===== config.mk =====
export PLATFORM = sky130hd
export DESIGN_NAME = mem_port_arbiter
export DESIGN_NICKNAME = d
export VERILOG_FILES = /design/src/rtl/mem_port_arbiter_pkg.sv /design/src/rtl/mem_port_arbiter_arb_pick2.sv /design/src/rtl/mem_port_arbiter.sv
export SDC_FILE = /design/constraint.sdc
export NUM_CORES = 1
export LEC_CHECK = 0
export ABC_CLOCK_PERIOD_IN_PS = 3400
export CAP_MARGIN = 20
export CELL_PAD_IN_SITES_DETAIL_PLACEMENT = 0
export CELL_PAD_IN_SITES_GLOBAL_PLACEMENT = 1
export CORE_ASPECT_RATIO = 0.6
export CORE_MARGIN = 4
export CORE_UTILIZATION = 13
export DETAILED_ROUTE_END_ITERATION = 16
export GPL_TIMING_DRIVEN = 0
export PLACE_DENSITY = 0.85
export SLEW_MARGIN = 40
export SYNTH_ARGS = -nofsm -noshare
export SYNTH_HDL_FRONTEND = slang
export SYNTH_HIERARCHICAL = 1
export SYNTH_SLANG_ARGS = --single-unit
export TNS_END_PERCENT = 30

===== constraint.sdc =====
create_clock -name clk -period 3.4 [get_ports clk]
set_clock_uncertainty 0.1 [all_clocks]
set_input_delay 0.68 -clock clk [delete_from_list [all_inputs] [get_ports clk]]
set_output_delay 0.68 -clock clk [all_outputs]
set_load 0.01 [all_outputs]

===== src/rtl/mem_port_arbiter_pkg.sv =====
// Shared types for the two-port memory arbiter: FSM states and owner encoding.
package mem_port_arbiter_pkg;

   typedef enum logic [1:0] {
      IDLE = 2'd0,
      REQ  = 2'd1,
      RESP = 2'd2
   } state_t;

   typedef logic owner_t;

   localparam owner_t OWN_IF = 1'b0;
   localparam owner_t OWN_LS = 1'b1;

endpackage


===== src/rtl/mem_port_arbiter_arb_pick2.sv =====
// Two-way winner selection: a lone requester wins, a tie goes to whoever
// was not granted last.
module arb_pick2
   import mem_port_arbiter_pkg::*;
(
   input  logic   req_if,
   input  logic   req_ls,
   input  owner_t last,
   output owner_t winner
);

   always_comb begin
      winner = OWN_IF;
      if (req_if && req_ls) begin
         winner = (last == OWN_IF) ? OWN_LS : OWN_IF;
      end else if (req_ls) begin
         winner = OWN_LS;
      end
   end

endmodule


===== src/rtl/mem_port_arbiter.sv =====
// Arbitrates instruction fetch and load/store onto one memory port, one
// outstanding transaction. Define ARB_ROUND_ROBIN_EN for round-robin ties.
module mem_port_arbiter
   import mem_port_arbiter_pkg::*;
#(
   parameter int ADDR_W = 32,
   parameter int DATA_W = 32
) (
   input  logic                clk,
   input  logic                rst_n,

   input  logic                if_req,
   input  logic [ADDR_W-1:0]   if_addr,
   output logic                if_gnt,
   output logic                if_rvalid,
   output logic [DATA_W-1:0]   if_rdata,

   input  logic                ls_req,
   input  logic                ls_we,
   input  logic [ADDR_W-1:0]   ls_addr,
   input  logic [DATA_W-1:0]   ls_wdata,
   input  logic [DATA_W/8-1:0] ls_be,
   output logic                ls_gnt,
   output logic                ls_rvalid,
   output logic [DATA_W-1:0]   ls_rdata,

   output logic                mem_req,
   output logic                mem_we,
   output logic [ADDR_W-1:0]   mem_addr,
   output logic [DATA_W-1:0]   mem_wdata,
   output logic [DATA_W/8-1:0] mem_be,
   input  logic                mem_gnt,
   input  logic                mem_rvalid,
   input  logic [DATA_W-1:0]   mem_rdata
);

   state_t state_q;
   state_t state_d;
   owner_t owner_q;
   owner_t last_grant;
   owner_t winner;
   logic   gnt;
   logic   rvalid;
   logic   claim;

   assign claim = (state_q == IDLE) && (if_req || ls_req);

`ifdef ARB_ROUND_ROBIN_EN
   always_ff @(posedge clk) begin
      if (!rst_n) begin
         last_grant <= OWN_IF;
      end else if (claim) begin
         last_grant <= winner;
      end
   end
`else
   // A fixed "fetch was last" makes every tie resolve to load/store.
   assign last_grant = OWN_IF;
`endif

   arb_pick2 u_pick (
      .req_if (if_req),
      .req_ls (ls_req),
      .last   (last_grant),
      .winner (winner)
   );

   always_ff @(posedge clk) begin
      if (!rst_n) begin
         state_q <= IDLE;
         owner_q <= OWN_IF;
      end else begin
         state_q <= state_d;
         if (claim) begin
            owner_q <= winner;
         end
      end
   end

   always_comb begin
      state_d   = state_q;
      mem_req   = 1'b0;
      mem_we    = 1'b0;
      mem_addr  = '0;
      mem_wdata = '0;
      mem_be    = '0;
      gnt       = 1'b0;
      rvalid    = 1'b0;
      case (state_q)
         IDLE: begin
            if (if_req || ls_req) begin
               state_d = REQ;
            end
         end
         REQ: begin
            mem_req = 1'b1;
            if (owner_q == OWN_LS) begin
               mem_we    = ls_we;
               mem_addr  = ls_addr;
               mem_wdata = ls_wdata;
               mem_be    = ls_be;
            end else begin
               mem_addr  = if_addr;
               mem_be    = '1;
            end
            // A response in the grant cycle closes the transaction at once.
            if (mem_gnt) begin
               gnt = 1'b1;
               if (mem_rvalid) begin
                  rvalid  = 1'b1;
                  state_d = IDLE;
               end else begin
                  state_d = RESP;
               end
            end
         end
         RESP: begin
            if (mem_rvalid) begin
               rvalid  = 1'b1;
               state_d = IDLE;
            end
         end
         default: state_d = IDLE;
      endcase
   end

   assign if_gnt    = gnt    && (owner_q == OWN_IF);
   assign ls_gnt    = gnt    && (owner_q == OWN_LS);
   assign if_rvalid = rvalid && (owner_q == OWN_IF);
   assign ls_rvalid = rvalid && (owner_q == OWN_LS);
   assign if_rdata  = mem_rdata;
   assign ls_rdata  = mem_rdata;

endmodule


==> results of run 1 <==
[metrics by stage]
step           instance area, µm²  power [mW]  setup slack, ps  cells
2_1_floorplan                1610       0.322             1370    214
3_3_place_gp                 4260       0.692              493    623
3_5_place_dp                 4260       0.702              491    623
4_1_cts                      4340       0.894              384    627
5_1_grt                      4340       0.932              221    627
6_report                     4340       0.884              378    627
[state kept, by name (all words and copies together) (netlist names)]
signal,flops
state_q,2
owner_q,1
[synth_stat cells, types with 2 or more instances]
master / n / area (µm²)
nor2b_1: 35 / 219
nor2_1: 2 / 7.51
buf_12: 2 / 40.0
and3_1: 34 / 213
ha_1: 3 / 37.5
clkbuf_1: 6 / 22.5
mux2i_1: 34 / 340
buf_4: 65 / 488
dfxtp_1: 3 / 60.1
buf_2: 6 / 30.0
nand2_1: 3 / 11.3
a21boi_0: 4 / 30.0
inv_1: 6 / 22.5
[cell type report]
type / instances / area (µm²)
repair buffers: 244 / 2440
plain buffers: 80 / 592
flip-flops and latches: 3 / 60.1
clock buffers: 4 / 78.8
well taps: 165 / 206
multi-input cells: 125 / 933
fillers: 1213 / 7730
inverters: 6 / 22.5
[power breakdown]
part	internal [mW]	switching (mW)
combinational	0.412	0.241
clock	0.155	0.0340
sequential	0.0394	0.00251
total	0.606	0.278
[final timing paths]
check	slack, ps	from	end
worst max register to register	1980	state_q[1]	state_q[0]
worst min-delay path	410	state_q[1]	state_q[1]
worst min register to register	410	state_q[1]	state_q[1]
worst max-delay path	380	state_q[1]	mem_addr[8]
[kinds of logic (layout without fill, tap and decap cells)]
family | count (synthesis) | count (layout)
buffers and inverters | 86 | 334
AND/OR/NAND/NOR | 77 | 77
multiplexers | 34 | 34
AO/OA/AOI/OAI | 10 | 10
adder cells (fa/ha/maj) | 3 | 3
flip-flops | 3 | 3
other | 1 | 1
[layer usage]
metal  GRT usage  up-vias
met5           0        -
met4      0.0157        0
met3      0.0198        9
met2       0.204       71
met1       0.152     1052
li1            -     1139
[worst max-delay path: stages (launching register included)]
cell and delay [ps]:
dfxtp_1 320, inv_1 90, ha_1 170, buf_2 230
clkbuf_1 380, nor2b_1 250, clkdlybuf4s50_1 570
==> summary.md, run 1 <==
| Metric | Value |
|---|---|
| Warnings from Yosys | `6` |
| Final HPWL DP | `8580 µm` |
| Most common cell after layout, fill and taps aside | `clkdlybuf4s50_1` |
| Critical path fanouts, max | `10` |
| Register area share after synthesis | `0.0374` |
| Critical path arrival | `between 2000 and 2500 ps` |
| Critical path required time | `2620 ps` |
| Post-synthesis xor/xnor area fraction | `0` |
| DRT Pass-1 Iters | `4` |
| # resized after CTS | `0` |
| Initial antenna violation count | `0` |
| First-pass GRT wire length | `between 10,000 and 15,000 µm` |
| Hold Path Class | `reg2reg` |
| Area Growth Syn to Fin | `170%` |
| Hold depth | `2` |
| Num Clock Sinks | `3` |
| R2R depth | `5` |
| Max-cap viol count | `0` |
| Share of post-route cells with drive strength above 1 | `0.171` |
| M1 wire length | `about 4000 µm` |
| Distinct cells, synth | `24` |
| Met2 WL | `4920 µm` |
| Period utilization | `0.889` |
| Placement row count | `31` |
| H-Tree Depth | `1` |
| Top sig layer | `met4` |
| DR DRC count | `0` |
| Post-CTS Hold Buffers | `0` |
| DRT Wirelength | `around 9400 µm` |
| Syn Std Cell Area | `1610 µm²` |
| Final count of pins violating max slew | `0` |
| Antenna cells | `0` |
| Total CTS buffers | `3` |
| Die W | `roughly 150 µm` |
| Setup Buffers After CTS | `0` |
| ANT nets after route | `0` |
| Root buf cell | `clkbuf_16` |
| Critical path class | `reg2out` |
| Lkg Pwr | `between 1.5 and 2 nW` |
| Port Buf Inserts | `about 240` |
| Nets | `605` |
| Number of synthesized register bits | `3` |
| DR vias/cell | `3.62` |
| Syn nets | `356` |
| EDFF count, synth | `0` |
| Via count | `approximately 2,300` |
| Post-Syn Instances | `214` |
| Mux cell area share after synthesis | `0.212` |
| Post-DR wirelength/cell | `approximately 15 µm` |
| Final Util | `0.359` |
| Tmin final | `3020 ps` |
| Clk slew on worst S/H paths | `30 ps` |
| DRT iter0 DRCs | `54` |
| Synth Area in Compound Gates | `0.0506` |
| Status | `finished clean` |
| Post-synth ARST share | `0` |
| Hold slack final | `406 ps` |
| Largest family of logic cells by synthesized area | `buffers and inverters` |
| VDD IR-drop max | `0.000113 V` |
| Crit. End Element | `output pin` |
| Setup violators final | `0` |
| Total GRT Usage | `0.116` |
| Grt ovf | `0` |
| Hold Violations, Final | `0` |
| Placeable Area | `12,100 µm²` |
| Chip Height | `around 94 µm` |
| Worst skew pair latency | `230 ps` |
| Top_reg_cell synth | `dfxtp_1` |
| Vias in the first global route | `2,309` |
| Power per cell area | `204 nW/µm²` |
| Simple-Gate Fraction of Synth Area | `0.293` |
| Largest net degree at the start of global routing | `11` |
| Total Neg Setup Slack | `0 ps` |
| Commonest cells after routing, fill and taps aside | `244 x clkdlybuf4s50_1, 65 x buf_4, 35 x nor2b_1` |
| Synth Area per Inst | `approximately 7.5 µm²` |
| CTS tree | `done` |
| Post-Synth Adder-Cell Area | `0.0233` |
| RSZ-0062 raised after global routing | `no` |
| Startpoint Class | `register` |
| Starting Density | `0.133` |
| Die area | `approximately 14,000 µm²` |
| Io pins | `approximately 280` |
| Fmax | `331 MHz` |
| CTS Buffer Depth | `2` |
| Met3 WL | `439 µm` |
| GP Congestion | `between 0.7 and 0.8` |
(Power assumes the default switching activity.)
==> run 2: changes to the inputs <==
--- a/config.mk
+++ b/config.mk
@@ -10,7 +10,7 @@
 export CELL_PAD_IN_SITES_DETAIL_PLACEMENT = 0
 export CELL_PAD_IN_SITES_GLOBAL_PLACEMENT = 1
 export CORE_ASPECT_RATIO = 0.6
-export CORE_MARGIN = 4
+export CORE_MARGIN = 2
 export CORE_UTILIZATION = 13
 export DETAILED_ROUTE_END_ITERATION = 16
 export GPL_TIMING_DRIVEN = 0
==> summary.md, run 2 (synthesis gave the netlist of run 1 again) <==
| Metric | Value |
|---|---|
| Die area | `13,300 µm²` |
| Hold Path Class | `reg2reg` |
| Initial antenna violation count | `0` |
| Number of flip-flops in the largest register | `2` |
| Total Neg Setup Slack | `0 ps` |
| Nets | `605` |
| Final HPWL DP | `around 8000 µm` |
| DRT iter0 DRCs | `39` |
| Total GRT Usage | `0.121` |
| Fillers | `1,244` |
| Crit. End Element | `output pin` |
| Startpoint Class | `register` |
| Post-DR wirelength/cell | `approximately 14 µm` |
| Starting Density | `0.133` |
| Lkg Pwr | `about 1.8 nW` |
| Worst skew pair latency | `~220 ps` |
| DR DRC count | `0` |
| Num Clock Sinks | `3` |
| Largest net degree at the start of global routing | `11` |
| Slowest CP cell | `clkdlybuf4s50_1` |
| Final count of pins violating max slew | `0` |
| DRT Wirelength | `8710 µm` |
| Grt ovf | `0` |
| Most flop-heavy register | `state_q` |
| Period utilization | `0.880` |
| Antenna cells | `0` |
| Critical path required time | `2620 ps` |
| CP top delay family | `buffers and inverters` |
| Setup violators final | `0` |
| Max-cap viol count | `0` |
| Top flop regs | `state_q (2), owner_q (1)` |
| Most common cell after layout, fill and taps aside | `clkdlybuf4s50_1` |
| Io pins | `about 280` |
| Critical path arrival | `around 2200 ps` |
| Tmin final | `2990 ps` |
| Placeable Area | `between 10,000 and 15,000 µm²` |
| # resized after CTS | `0` |
| Placement row count | `31` |
| Chip Height | `90.1 µm` |
| H-Tree Depth | `1` |
| Worst-path cell chain | `inv_1 -> ha_1 -> buf_2 -> clkbuf_1 -> nor2b_1 -> clkdlybuf4s50_1` |
| First-pass GRT wire length | `12,900 µm` |
| VDD IR-drop max | `approximately 0.00015 V` |
| CTS Buffer Depth | `2` |
| Power per cell area | `203 nW/µm²` |
| Hold Violations, Final | `0` |
| Total CTS buffers | `3` |
| Status | `finished clean` |
| Post-CTS Hold Buffers | `0` |
| Fmax | `334 MHz` |
| RSZ-0062 raised after global routing | `no` |
| Hold slack final | `~400 ps` |
| CTS tree | `done` |
| Critical path class | `reg2out` |
| Via count | `2,271` |
| Setup Buffers After CTS | `0` |
| Clk slew on worst S/H paths | `30 ps` |
| Vias in the first global route | `2,388` |
| Area Growth Syn to Fin | `170%` |
| Port Buf Inserts | `roughly 240` |
| GP Congestion | `0.842` |
| Commonest cells after routing, fill and taps aside | `244 x clkdlybuf4s50_1, 65 x buf_4, 35 x nor2b_1` |
| CP peak stage delay | `roughly 590 ps` |
| Critical path fanouts, max | `10` |
| DRT Pass-1 Iters | `5` |
| Share of post-route cells with drive strength above 1 | `0.171` |
| Die W | `148 µm` |
| WP buf/inv | `4` |
| Root buf cell | `clkbuf_16` |
| DR vias/cell | `roughly 3.6` |
| ANT nets after route | `0` |
run 2: cell counts in the layout (fill, tap and decap cells not counted):
Identical to the previous run, type by type.
run 2: path summary, 6_finish.rpt:
kind	from	endpoint	slack [ps]	cells after the start
worst max register to register	state_q[1]	state_q[0]	1980	5
worst min-delay path	state_q[1]	state_q[1]	400	2
worst max-delay path	state_q[1]	mem_addr[12]	410	6
worst min register to register	state_q[1]	state_q[1]	400	2
run 2: where the power goes:
part	leakage, nW	internal [mW]	switching [mW]
clock network	0.0382	0.155	0.0309
logic	1.76	0.412	0.240
registers	0.0247	0.0394	0.00243
total	1.82	0.606	0.273
run 2: per-stage QoR:
step	util	cell area (µm²)	cells	setup slack [ps]	power [mW]
2_1_floorplan	-	1610	214	1370	0.322
3_5_place_dp	0.353	4260	623	493	0.697
5_1_grt	0.359	4340	627	208	0.934
3_3_place_gp	0.353	4260	623	518	0.691
6_report	0.359	4340	627	408	0.879
4_1_cts	0.359	4340	627	347	0.890
run 2: per-layer routing:
metal  up-vias  share of wire  track usage
met1      1061           0.44        0.157
li1       1139              -            -
met2        65           0.50        0.215
met5         -              0            0
met4         0         0.0051       0.0120
met3         6          0.046       0.0218
run 2: cell type report:
class / instances / area [µm²] / share of cell area
multi-input cells: 125 / 933 / 0.215
inverters: 6 / 22.5 / 0.00519
clock buffers: 4 / 78.8 / 0.0182
well taps: 165 / 206 / 0.0476
plain buffers: 80 / 592 / 0.137
flip-flops and latches: 3 / 60.1 / 0.0139
repair buffers: 244 / 2440 / 0.563
run 2: worst min-delay path: stages (launching register included):
cell	delay, ps
dfxtp_1	320
nand2_1	70
mux2i_1	60
